**src/rtl/tpu_tile_sequencer_if.sv**
```systemverilog
// Handshake and address bus between the TPU top level and the tile sequencer.
// The master side issues tile requests and reflects the weight FIFO flag; the
// slave side is the sequencer, which produces every datapath strobe.
interface tpu_tile_sequencer_if #(
  parameter int ADDRESSSIZE = 10
);

  // Request side
  logic                   start;
  logic                   abort;
  logic [ADDRESSSIZE-1:0] src_base;
  logic [ADDRESSSIZE-1:0] dst_base;
  logic [ADDRESSSIZE-1:0] num_rows;
  logic                   fifo_empty;

  // Datapath control side
  logic                   fifo_read_enable;
  logic                   we_rl;
  logic                   ub_re;
  logic [ADDRESSSIZE-1:0] ub_addr;
  logic                   act_valid;
  logic                   res_we;
  logic [ADDRESSSIZE-1:0] res_addr;
  logic                   busy;
  logic                   done;

  modport master (
    output start, abort, src_base, dst_base, num_rows, fifo_empty,
    input  fifo_read_enable, we_rl, ub_re, ub_addr, act_valid,
           res_we, res_addr, busy, done
  );

  modport slave (
    input  start, abort, src_base, dst_base, num_rows, fifo_empty,
    output fifo_read_enable, we_rl, ub_re, ub_addr, act_valid,
           res_we, res_addr, busy, done
  );

endinterface

```
**src/rtl/tpu_tile_sequencer.sv**
```systemverilog
// Control sequencer for one matrix-multiply tile: pops a weight tile, pulses
// weight reload, streams num_rows activation vectors out of the Unified Buffer
// and writes each result row back after PIPE_LATENCY cycles. Every output is
// a flop; the next-cycle values are decided from the next state.
module tpu_tile_sequencer #(
  parameter int ADDRESSSIZE  = 10,
  parameter int PIPE_LATENCY = 16,
  parameter bit ABORT_EN     = 1'b1
) (
  input logic                  clk,
  input logic                  rstn,
  tpu_tile_sequencer_if.slave  bus
);

  localparam int AW = ADDRESSSIZE;
  localparam int PL = PIPE_LATENCY;

  typedef enum logic [2:0] {
    S_IDLE,
    S_WLOAD,
    S_WLATCH,
    S_STREAM,
    S_DRAIN,
    S_DONE
  } state_e;

  state_e          state_q, state_d;
  logic [AW-1:0]   src_q, src_d;
  logic [AW-1:0]   dst_q, dst_d;
  logic [AW-1:0]   num_q, num_d;
  logic [AW-1:0]   iss_q, iss_d;        // activation reads issued so far
  logic [AW-1:0]   wr_q, wr_d;          // result writes issued so far
  logic [PL-1:0]   vsr_q, vsr_d;        // act_valid delay line, MSB is res_we
  logic            fre_q, fre_d;
  logic            we_rl_q, we_rl_d;
  logic            ub_re_q, ub_re_d;
  logic [AW-1:0]   ub_addr_q, ub_addr_d;
  logic            act_valid_q, act_valid_d;
  logic [AW-1:0]   res_addr_q, res_addr_d;
  logic            busy_q, busy_d;
  logic            done_q, done_d;

  logic [PL-1:0]   vsr_shift;
  logic            abort_hit;

  assign abort_hit = ABORT_EN && bus.abort;

  // Next-state, counter, delay-line and registered-output decode.
  // NOTE: every _d gets a default first so no path leaves a latch behind.
  always_comb begin
    state_d     = state_q;
    src_d       = src_q;
    dst_d       = dst_q;
    num_d       = num_q;
    iss_d       = iss_q;
    wr_d        = wr_q;
    fre_d       = 1'b0;
    we_rl_d     = 1'b0;
    ub_re_d     = 1'b0;
    ub_addr_d   = ub_addr_q;
    act_valid_d = ub_re_q;
    res_addr_d  = res_addr_q;
    done_d      = 1'b0;

    // UB data lags the read strobe by one cycle; that lagged strobe then
    // travels PIPE_LATENCY stages to become the result write strobe.
    vsr_shift = (vsr_q << 1) | PL'(act_valid_q);
    vsr_d     = vsr_shift;

    // A pulse entering the last stage is a result write next cycle; its
    // address is the base plus the writes already issued.
    if (vsr_shift[PL-1]) begin
      res_addr_d = dst_q + wr_q;
      wr_d       = wr_q + 1'b1;
    end

    unique case (state_q)
      S_IDLE: begin
        if (bus.start) begin
          src_d = bus.src_base;
          dst_d = bus.dst_base;
          num_d = bus.num_rows;
          iss_d = '0;
          wr_d  = '0;
          if (bus.num_rows == '0) begin
            // Zero rows: skip the weight load and let DRAIN see 0 == 0.
            state_d = S_DRAIN;
          end else begin
            state_d = S_WLOAD;
            fre_d   = !bus.fifo_empty;
          end
        end
      end

      S_WLOAD: begin
        // The pop strobe is already out this cycle; the tile is ours.
        if (fre_q) begin
          state_d = S_WLATCH;
          we_rl_d = 1'b1;
        end else begin
          fre_d = !bus.fifo_empty;
        end
      end

      S_WLATCH: begin
        state_d   = S_STREAM;
        ub_re_d   = 1'b1;
        ub_addr_d = src_q;
        iss_d     = {{(AW-1){1'b0}}, 1'b1};
      end

      S_STREAM: begin
        if (iss_q == num_q) begin
          state_d = S_DRAIN;
        end else begin
          ub_re_d   = 1'b1;
          ub_addr_d = src_q + iss_q;
          iss_d     = iss_q + 1'b1;
        end
      end

      S_DRAIN: begin
        if (wr_q == num_q) begin
          state_d = S_DONE;
          done_d  = 1'b1;
        end
      end

      S_DONE: begin
        state_d = S_IDLE;
      end

      default: begin
        state_d = S_IDLE;
      end
    endcase

    // Abort flushes everything in flight and blocks a same-cycle start.
    if (abort_hit) begin
      state_d     = S_IDLE;
      src_d       = src_q;
      dst_d       = dst_q;
      num_d       = num_q;
      iss_d       = '0;
      wr_d        = '0;
      fre_d       = 1'b0;
      we_rl_d     = 1'b0;
      ub_re_d     = 1'b0;
      ub_addr_d   = ub_addr_q;
      act_valid_d = 1'b0;
      vsr_d       = '0;
      res_addr_d  = res_addr_q;
      done_d      = 1'b0;
    end

    busy_d = (state_d != S_IDLE);
  end

  // State, captured fields, counters and registered outputs.
  // NOTE: non-blocking assignments here so every flop samples pre-edge values.
  // NOTE: the valid delay line is reset too, so no stale res_we survives reset.
  always_ff @(posedge clk or negedge rstn) begin
    if (!rstn) begin
      state_q     <= S_IDLE;
      src_q       <= '0;
      dst_q       <= '0;
      num_q       <= '0;
      iss_q       <= '0;
      wr_q        <= '0;
      vsr_q       <= '0;
      fre_q       <= 1'b0;
      we_rl_q     <= 1'b0;
      ub_re_q     <= 1'b0;
      ub_addr_q   <= '0;
      act_valid_q <= 1'b0;
      res_addr_q  <= '0;
      busy_q      <= 1'b0;
      done_q      <= 1'b0;
    end else begin
      state_q     <= state_d;
      src_q       <= src_d;
      dst_q       <= dst_d;
      num_q       <= num_d;
      iss_q       <= iss_d;
      wr_q        <= wr_d;
      vsr_q       <= vsr_d;
      fre_q       <= fre_d;
      we_rl_q     <= we_rl_d;
      ub_re_q     <= ub_re_d;
      ub_addr_q   <= ub_addr_d;
      act_valid_q <= act_valid_d;
      res_addr_q  <= res_addr_d;
      busy_q      <= busy_d;
      done_q      <= done_d;
    end
  end

  assign bus.fifo_read_enable = fre_q;
  assign bus.we_rl            = we_rl_q;
  assign bus.ub_re            = ub_re_q;
  assign bus.ub_addr          = ub_addr_q;
  assign bus.act_valid        = act_valid_q;
  assign bus.res_we           = vsr_q[PL-1];
  assign bus.res_addr         = res_addr_q;
  assign bus.busy             = busy_q;
  assign bus.done             = done_q;

endmodule

```
**src/flat_wrapper.sv**
```systemverilog
// flat-port wrapper written by rule: the top's interface ports become plain ports
module tpu_tile_sequencer_flat 
#(
  parameter int ADDRESSSIZE  = 10,
  parameter int PIPE_LATENCY = 16,
  parameter bit ABORT_EN     = 1'b1
)
  (clk, rstn, bus_start, bus_abort, bus_src_base, bus_dst_base, bus_num_rows, bus_fifo_empty, bus_fifo_read_enable, bus_we_rl, bus_ub_re, bus_ub_addr, bus_act_valid, bus_res_we, bus_res_addr, bus_busy, bus_done);
  tpu_tile_sequencer_if #(.ADDRESSSIZE(ADDRESSSIZE)) bus_i ();
  input logic clk;
  input logic rstn;
  input wire logic [$bits(bus_i.start)-1:0] bus_start;
  input wire logic [$bits(bus_i.abort)-1:0] bus_abort;
  input wire logic [$bits(bus_i.src_base)-1:0] bus_src_base;
  input wire logic [$bits(bus_i.dst_base)-1:0] bus_dst_base;
  input wire logic [$bits(bus_i.num_rows)-1:0] bus_num_rows;
  input wire logic [$bits(bus_i.fifo_empty)-1:0] bus_fifo_empty;
  output wire logic [$bits(bus_i.fifo_read_enable)-1:0] bus_fifo_read_enable;
  output wire logic [$bits(bus_i.we_rl)-1:0] bus_we_rl;
  output wire logic [$bits(bus_i.ub_re)-1:0] bus_ub_re;
  output wire logic [$bits(bus_i.ub_addr)-1:0] bus_ub_addr;
  output wire logic [$bits(bus_i.act_valid)-1:0] bus_act_valid;
  output wire logic [$bits(bus_i.res_we)-1:0] bus_res_we;
  output wire logic [$bits(bus_i.res_addr)-1:0] bus_res_addr;
  output wire logic [$bits(bus_i.busy)-1:0] bus_busy;
  output wire logic [$bits(bus_i.done)-1:0] bus_done;
  assign bus_i.start = bus_start;
  assign bus_i.abort = bus_abort;
  assign bus_i.src_base = bus_src_base;
  assign bus_i.dst_base = bus_dst_base;
  assign bus_i.num_rows = bus_num_rows;
  assign bus_i.fifo_empty = bus_fifo_empty;
  assign bus_fifo_read_enable = bus_i.fifo_read_enable;
  assign bus_we_rl = bus_i.we_rl;
  assign bus_ub_re = bus_i.ub_re;
  assign bus_ub_addr = bus_i.ub_addr;
  assign bus_act_valid = bus_i.act_valid;
  assign bus_res_we = bus_i.res_we;
  assign bus_res_addr = bus_i.res_addr;
  assign bus_busy = bus_i.busy;
  assign bus_done = bus_i.done;
  tpu_tile_sequencer #(.ADDRESSSIZE(ADDRESSSIZE), .PIPE_LATENCY(PIPE_LATENCY), .ABORT_EN(ABORT_EN)) u_core (.clk(clk), .rstn(rstn), .bus(bus_i));
endmodule
```
**config.mk**
```make
export PLATFORM = sky130hd
export DESIGN_NAME = tpu_tile_sequencer_flat
export DESIGN_NICKNAME = d
export VERILOG_FILES = /design/src/rtl/tpu_tile_sequencer_if.sv /design/src/rtl/tpu_tile_sequencer.sv /design/src/flat_wrapper.sv
export SDC_FILE = /design/constraint.sdc
export NUM_CORES = 1
export LEC_CHECK = 0
export CORE_ASPECT_RATIO = 0.6
export CORE_MARGIN = 2
export CORE_UTILIZATION = 40
export CTS_BUF_LIST = sky130_fd_sc_hd__clkbuf_8
export CTS_CLUSTER_DIAMETER = 200
export CTS_CLUSTER_SIZE = 40
export DETAILED_ROUTE_END_ITERATION = 8
export MAX_ROUTING_LAYER = met4
export SETUP_SLACK_MARGIN = 0.5
export SYNTH_ARGS = -nofsm -noshare
export SYNTH_HDL_FRONTEND = slang
export SYNTH_SLANG_ARGS = --single-unit
```
**constraint.sdc**
```tcl
create_clock -name clk -period 3.22 [get_ports clk]
set_clock_uncertainty 0.1 [all_clocks]
set_input_delay 0.483 -clock clk [delete_from_list [all_inputs] [get_ports clk]]
set_output_delay 0.483 -clock clk [all_outputs]
set_load 0.01 [all_outputs]
```
Word level (Yosys, flattened, before mapping)
Cells that the tools add are included.

operators by class
  add/sub/neg operators = 4
  eq/ne operators = 9
  multiplexer cells = 33
  bitwise gates (word level) = 2
  reduce and logical (&&, ||, !) cells = 10

operator list
  cell                                                  number
  two-way mux 10 bit                                    8
  case mux 10 bit (3 select lines)                      1
  adder 10 x 1 -> 10 bit (second input constant)        2
  adder 10 bit                                          2
  equality test 10 bit                                  2
  case mux 10 bit (2 select lines)                      1
  two-way mux 3 bit                                     6
  two-way mux 16 bit                                    1
  bitwise OR 16 x 1 -> 16 bit                           1
  case mux 3 bit (5 select lines)                       1
  two-way mux 1 bit                                     13
  zero test 10 bit                                      1
  AND reduction 3 bit                                   3
  equality test 3 x 2 -> 1 bit (second input constant)  2
  inequality test 3 bit (second input constant)         2
  case mux 1 bit (2 select lines)                       2
  nonzero test 4 bit                                    1
  equality test 3 x 1 -> 1 bit (second input constant)  1
  equality test 3 bit (second input constant)           1
  zero test 3 bit                                       1
  nonzero test 3 bit                                    1
  inequality test 2 bit (second input constant)         1
  AND reduction 2 bit                                   1
  nonzero test 2 bit                                    1
  other kinds (2)                                       2

word-level totals
  register bits = 95
  output and inout port bits = 27
  word-level logic and storage cells = 73

Longest topological paths before layout
  word-level depth = 6
  depth in mapped cells = 9
  mapped depth without buffers = 9

Worst setup path before layout
Ideal clock, no wire load.

  path type = reg-to-reg
  start = reg u_core.iss_q[1]
  end = reg u_core.ub_addr_q[7] (netlist: u_core.bus.ub_addr[7])
  arrival = 1,914 ps
  data required time = 2,982 ps
  setup slack = 1,068 ps
  cell stages (with the launch flop) = 8
  buffers on the path = 0
  path through = dfrtp_1 -> ha_1 -> a211oi_1 -> o21bai_1 -> a2111oi_0 -> nor3_1 -> xnor2_1 -> o221ai_1

between the ends
  longest elaborated chain between the ends = 3
  elaborated cells between the ends (all ways) = 6

ends and longest elaborated chain
  element                                                                         line                                                  text
  start, declared                                                                 tpu_tile_sequencer.sv:31                              logic [AW-1:0] iss_q, iss_d;
  start signal, assigned                                                          tpu_tile_sequencer.sv:184                             iss_q <= iss_d;
  adder 10 bit / equality test 10 bit (equally long branches)                     tpu_tile_sequencer.sv:117, tpu_tile_sequencer.sv:113
  two-way mux 10 bit / inequality test 2 bit (equally long branches)              -
  case mux 10 bit (2 select lines) / AND reduction 3 bit (equally long branches)  -
  end signal, assigned                                                            tpu_tile_sequencer.sv:190                             ub_addr_q <= ub_addr_d;
  end, declared                                                                   tpu_tile_sequencer.sv:37                              logic [AW-1:0] ub_addr_q, ub_addr_d;

Parallel ways exist; a longest one is shown, timed or not. The select of a mux whose other input is x is not followed.
A chain may end at the register's enable or synchronous reset.

Worst setup path after layout
  start = reg u_core.wr_q[1]
  end = reg u_core.res_addr_q[9] (netlist: u_core.bus.res_addr[9])

between the ends
  longest elaborated chain between the ends = 1

ends and longest elaborated chain
  element                 line                       text
  start, declared         tpu_tile_sequencer.sv:32   logic [AW-1:0] wr_q, wr_d;
  start signal, assigned  tpu_tile_sequencer.sv:185  wr_q <= wr_d;
  adder 10 bit            tpu_tile_sequencer.sv:73   res_addr_d = dst_q + wr_q;
  end signal, assigned    tpu_tile_sequencer.sv:192  res_addr_q <= res_addr_d;
  end, declared           tpu_tile_sequencer.sv:39   logic [AW-1:0] res_addr_q, res_addr_d;

No other way between the ends.

==> results.md <==
- Max-cap violations in this run came to 0.
- Setup repair after global routing left no endpoint under its margin.
- The final max-slew violation count came to 0.
- The critical path goes through ha_1 > a21oi_1 > o21ai_0 > buf_4 > o41ai_1 > o21ai_0 > xnor2_1 > o21ai_0.
- The critical path launch point type is a register.
- The sequential cell fraction of total power is 0.493.
- The time the final worst path needs with I/O delays and setup is ~2.5 ns.
- The starting density of the core is 0.411.
- The area growth from synthesis to layout is 20.5%.
- The largest individual stage delay along the critical path comes from the cell o41ai_1.
- The cell that appears most often on the critical path is o21ai_0.
- The average footprint of a synthesized cell is 10.7 sq um.
- The worst path required time is 3.37 ns.
- The part of the cycle the worst path needs is 0.787.
- For the worst-skew pair, the clock arrives at the later sink with an insertion delay of around 0.36 ns.
- In the final routed layout, each cell accounts on average for 16.6 microns.
- In this run the register-to-register setup slack is 0.69 ns.
- The final count of hold timing violations is 0.
- In the synthesized netlist the dominant register cell turns out to be dfrtp_1.
- The min-delay analysis places its worst path in the category input pin to asynchronous set/reset pin.
- For this run, the top clock speed supported by timing is a little under 0.4 GHz.
- The number of CTS-inserted buffers is 9.
- The initial antenna violation count came to 0.
- The post-route cell area is 5990 sq um.
- For this run, the post-layout net count is between 500 and 600.
- Entering global routing, the biggest net connects between 40 and 50 pins.
- The initialized floorplan defines 31 standard-cell rows.
- The first detailed-routing pass took 4 iterations.
- Ranked by total cell area, the synthesized netlist is headed by dfrtp_1, mux2_2, ha_1, xor2_1, xnor2_1.
- CTS built an H-tree with a depth of 3.
- The overall track demand over capacity in global routing is 0.190.
- The detailed router finished its first iteration with between 200 and 250 violations.
- The die boundary height is approximately 90 microns.
- The setup path with the least slack is of type register to register.
- The worst register-to-register path has a depth of 8.
- The cell-internal power is around 2.1 mW.
- The count of boundary I/O pins is 62.
- Yosys mapped a number of flops with a built-in enable equal to 0.
- Detailed placement finished with a half-perimeter wire length of around 8.6 mm.
- The wire length after detailed routing is approximately 12 mm.
- The switching power of the nets is ~0.86 mW.
- The category of the worst setup path capture point is a register.
- For this run, design rule violations remaining after detail routing come to 0.
- The die outline area is ~13000 sq um.
- 0 antenna diodes ended up in the layout.
- The wire length of the first global-routing pass is slightly below 20 mm.
- The summed instance area of the synthesized netlist is approximately 5000 sq um.
- The share of synthesized area in the top cell type comes to 0.478.
- The biggest area contributor in the post-synthesis netlist is dfrtp_1.
- The startpoint identified for the worst register-to-register timing path is u_core.wr_q[1]$_DFF_PN0_.
- The routability congestion estimate from global placement is 0.824.
- The number of hold buffers added after CTS is 0.
- The final route contains between 3000 and 4000 vias.
- Adding up every negative setup slack in the final design gives 0 ns.
- The clock net sink count is between 90 and 100.
- In the routed layout, each cell is associated on average with a via count of between 5 and 6.
- The transition time at the pin with the least slew margin is 0.655 ns.
- Buffers placed on the I/O ports in this run total between 60 and 70.
- The maximum root-to-sink buffer count is 2.
- The total congestion overflow is 0.
- The peak per-stage delay on the critical path is between 0.5 and 0.6 ns.
- The number of nets with antenna violations after routing is 0.
- For this run, the register share of the synthesized area comes to 0.478.
- The clock power share is 0.287.
- Synthesis instantiated 66 different standard cells from the library.
- The Yosys step of the flow raised 0 warnings.
- The number of synthesized register bits is 95.
- The arrival time at the worst endpoint is roughly 2.7 ns.
- In this run the static leakage power is 2.67 nW.
- The number of global-route vias before repair was 3533.
- The flow ran to the end, and the final reports show no timing, DRC or antenna violations.
- In this run the post-CTS setup repair buffer count came out at 0.
- In the final layout, the share of cells above drive strength 1 is 0.137.
- The synthesized netlist net count is between 500 and 600.
- The worst register-to-register path ends at u_core.bus.res_addr[9]$_DFFE_PN0P_.
- The synthesized instance count is approximately 460.
- The post-place instance area is 5780 sq um.
- TritonCTS built the clock tree.
- After floorplanning, the core was sized to cover between 10000 and 15000 sq um.
- The number of fill cells is ~1100.
- Across the whole layout, storage elements account for about 2400 sq um.
- The number of cells upsized or downsized after cts is 0.
- The power density of the placed cells is between 400 and 500 nW/um^2.
- The worst pin sits at a relative slew slack of 0.558.
- The count of final setup violators is 0.
- The maximum net fanout on the critical path is 6.
- In this run the clock root is driven by a clkbuf_8.
- Clock-pin slew was measured on the worst setup and hold paths at ~0.10 ns.
- After synthesis, the share of flip-flops with an asynchronous set or reset is 1.00.
- The share of total power dissipated in combinational logic is 0.220.
- Summing all multi-input logic gate instances after layout gives around 2500 sq um.
- The switching portion of total power is 0.290.
- VDD sags by at most 181 uV.
- Measured along the x axis, the die boundary spans roughly 150 microns.
-- how the worst max path moves through the flow --
stage / from / to / slack (ns)
global placement: bus_num_rows[0] / u_core.bus.busy$_DFF_PN0_ / 0.57
floorplan: u_core.iss_q[1]$_DFFE_PN0P_ / u_core.bus.ub_addr[7]$_DFFE_PN0P_ / 1.07
finish: u_core.wr_q[1]$_DFF_PN0_ / u_core.bus.res_addr[9]$_DFFE_PN0P_ / 0.69
detailed placement: bus_num_rows[0] / u_core.bus.busy$_DFF_PN0_ / 0.51
global route: u_core.iss_q[1]$_DFFE_PN0P_ / u_core.bus.ub_addr[7]$_DFFE_PN0P_ / 0.51
CTS: u_core.wr_q[1]$_DFF_PN0_ / u_core.bus.res_addr[9]$_DFFE_PN0P_ / 0.74
-- per-layer routing --
metal | share of wire | wire length, microns | GRT usage | up-vias
li1 | - | - | - | 1755
met1 | 0.55 | 6440 | 0.309 | 1806
met2 | 0.39 | 4530 | 0.239 | 83
met3 | 0.050 | 580 | 0.0333 | 2
met4 | 0.0047 | 55 | 0.0468 | 0
met5 | 0 | 0 | - | -
-- registers in the layout, indices dropped and copies added, names as in the netlist --
signal,count
u_core.iss_q,10
u_core.wr_q,10
u_core.bus.ub_re,1
u_core.bus.fifo_read_enable,1
u_core.bus.done,1
u_core.src_q,10
u_core.state_q,3
u_core.bus.res_addr,10
u_core.bus.act_valid,1
u_core.dst_q,10
u_core.bus.we_rl,1
u_core.bus.ub_addr,10
u_core.vsr_q,16
u_core.num_q,10
u_core.bus.busy,1
-- cell families after synthesis --
kind of cell	share of synthesized area
AND/OR/NAND/NOR	0.170
flip-flops	0.478
AO/OA/AOI/OAI	0.118
XOR/XNOR	0.0719
multiplexers	0.0782
buffers and inverters	0.0254
adder cells (fa/ha/maj)	0.0583
-- critical path: cells and delay by family (launching register included) --
kind | cells | cell delay [ns]
compound gates | 5 | 1.20
fa+ha+maj | 1 | 0.32
flops | 1 | 0.46
xor+xnor | 1 | 0.18
buf+inv | 1 | 0.16
-- synthesized netlist by cell type, types with 2 or more instances --
master	instances
ha_1	20
o21ai_0	28
nor3_1	6
a211oi_1	3
o21a_1	3
a21boi_0	2
a21o_1	4
o311ai_0	2
xnor2_1	18
or2_2	3
fa_1	2
nand2_1	40
clkbuf_1	8
mux2_2	31
and3_1	7
nor2b_1	24
nor3b_1	2
xor2_1	21
nand2b_1	3
dfrtp_1	95
o41ai_1	2
o21bai_1	3
nand2_2	2
nand4_1	5
nor4_4	2
nor4_1	3
nor2_1	35
a31oi_1	2
o31ai_1	2
o21ai_1	9
buf_2	6
a21oi_1	10
inv_1	11
mux2i_1	4
nand3_1	15
-- power by group through the flow --
stage	logic (mW)	registers [mW]	clock network (mW)
floorplan	0.375	1.47	0
global placement	0.640	1.48	0
detailed placement	0.653	1.48	0
CTS	0.657	1.46	0.872
global route	0.718	1.48	0.919
finish	0.650	1.46	0.847
-- stage by stage --
stage | instances | hold WS [ns] | utilization | setup slack (ns) | power [mW]
3_5_place_dp | 681 | 0.348 | 0.477 | 0.515 | 2.13
2_1_floorplan | 464 | 0.0874 | - | 1.07 | 1.84
6_report | 697 | 0.0270 | 0.495 | 0.687 | 2.95
4_1_cts | 697 | 0.0400 | 0.495 | 0.736 | 2.99
5_1_grt | 697 | 0.0624 | 0.495 | 0.513 | 3.12
3_3_place_gp | 681 | 0.342 | 0.477 | 0.569 | 2.12
-- placed cells by master, fill, tap and decap left out, types with 2 or more instances in the layout --
cell type         n
a211oi_1          3
a21boi_0          2
a21o_1            4
a21oi_1          10
a31oi_1           2
and3_1            7
buf_4             7
clkbuf_8         11
clkdlybuf4s50_1  60
clkinv_4          3
dfrtp_1          95
fa_1              2
ha_1             20
inv_1            11
mux2_2           31
mux2i_1           4
nand2_1          40
nand2_2           2
nand2b_1          3
nand3_1          15
nand4_1           5
nor2_1           35
nor2b_1          24
nor3_1            6
nor3b_1           2
nor4_1            3
nor4_4            2
o21a_1            3
o21ai_0          28
o21ai_1           9
o21bai_1          3
o311ai_0          2
o31ai_1           2
o41ai_1           2
or2_2             3
xnor2_1          18
xor2_1           21
-- area by class of cell --
cell class                 count  share of cell area
multi-input combinational    341               0.413
sequential                    95               0.397
timing repair buffer          68               0.112
tap                          165              0.0344
clock buffer                  11              0.0253
clock inverter                 5              0.0109
inverter                      12             0.00793
Power figures use the tool's default switching activity.
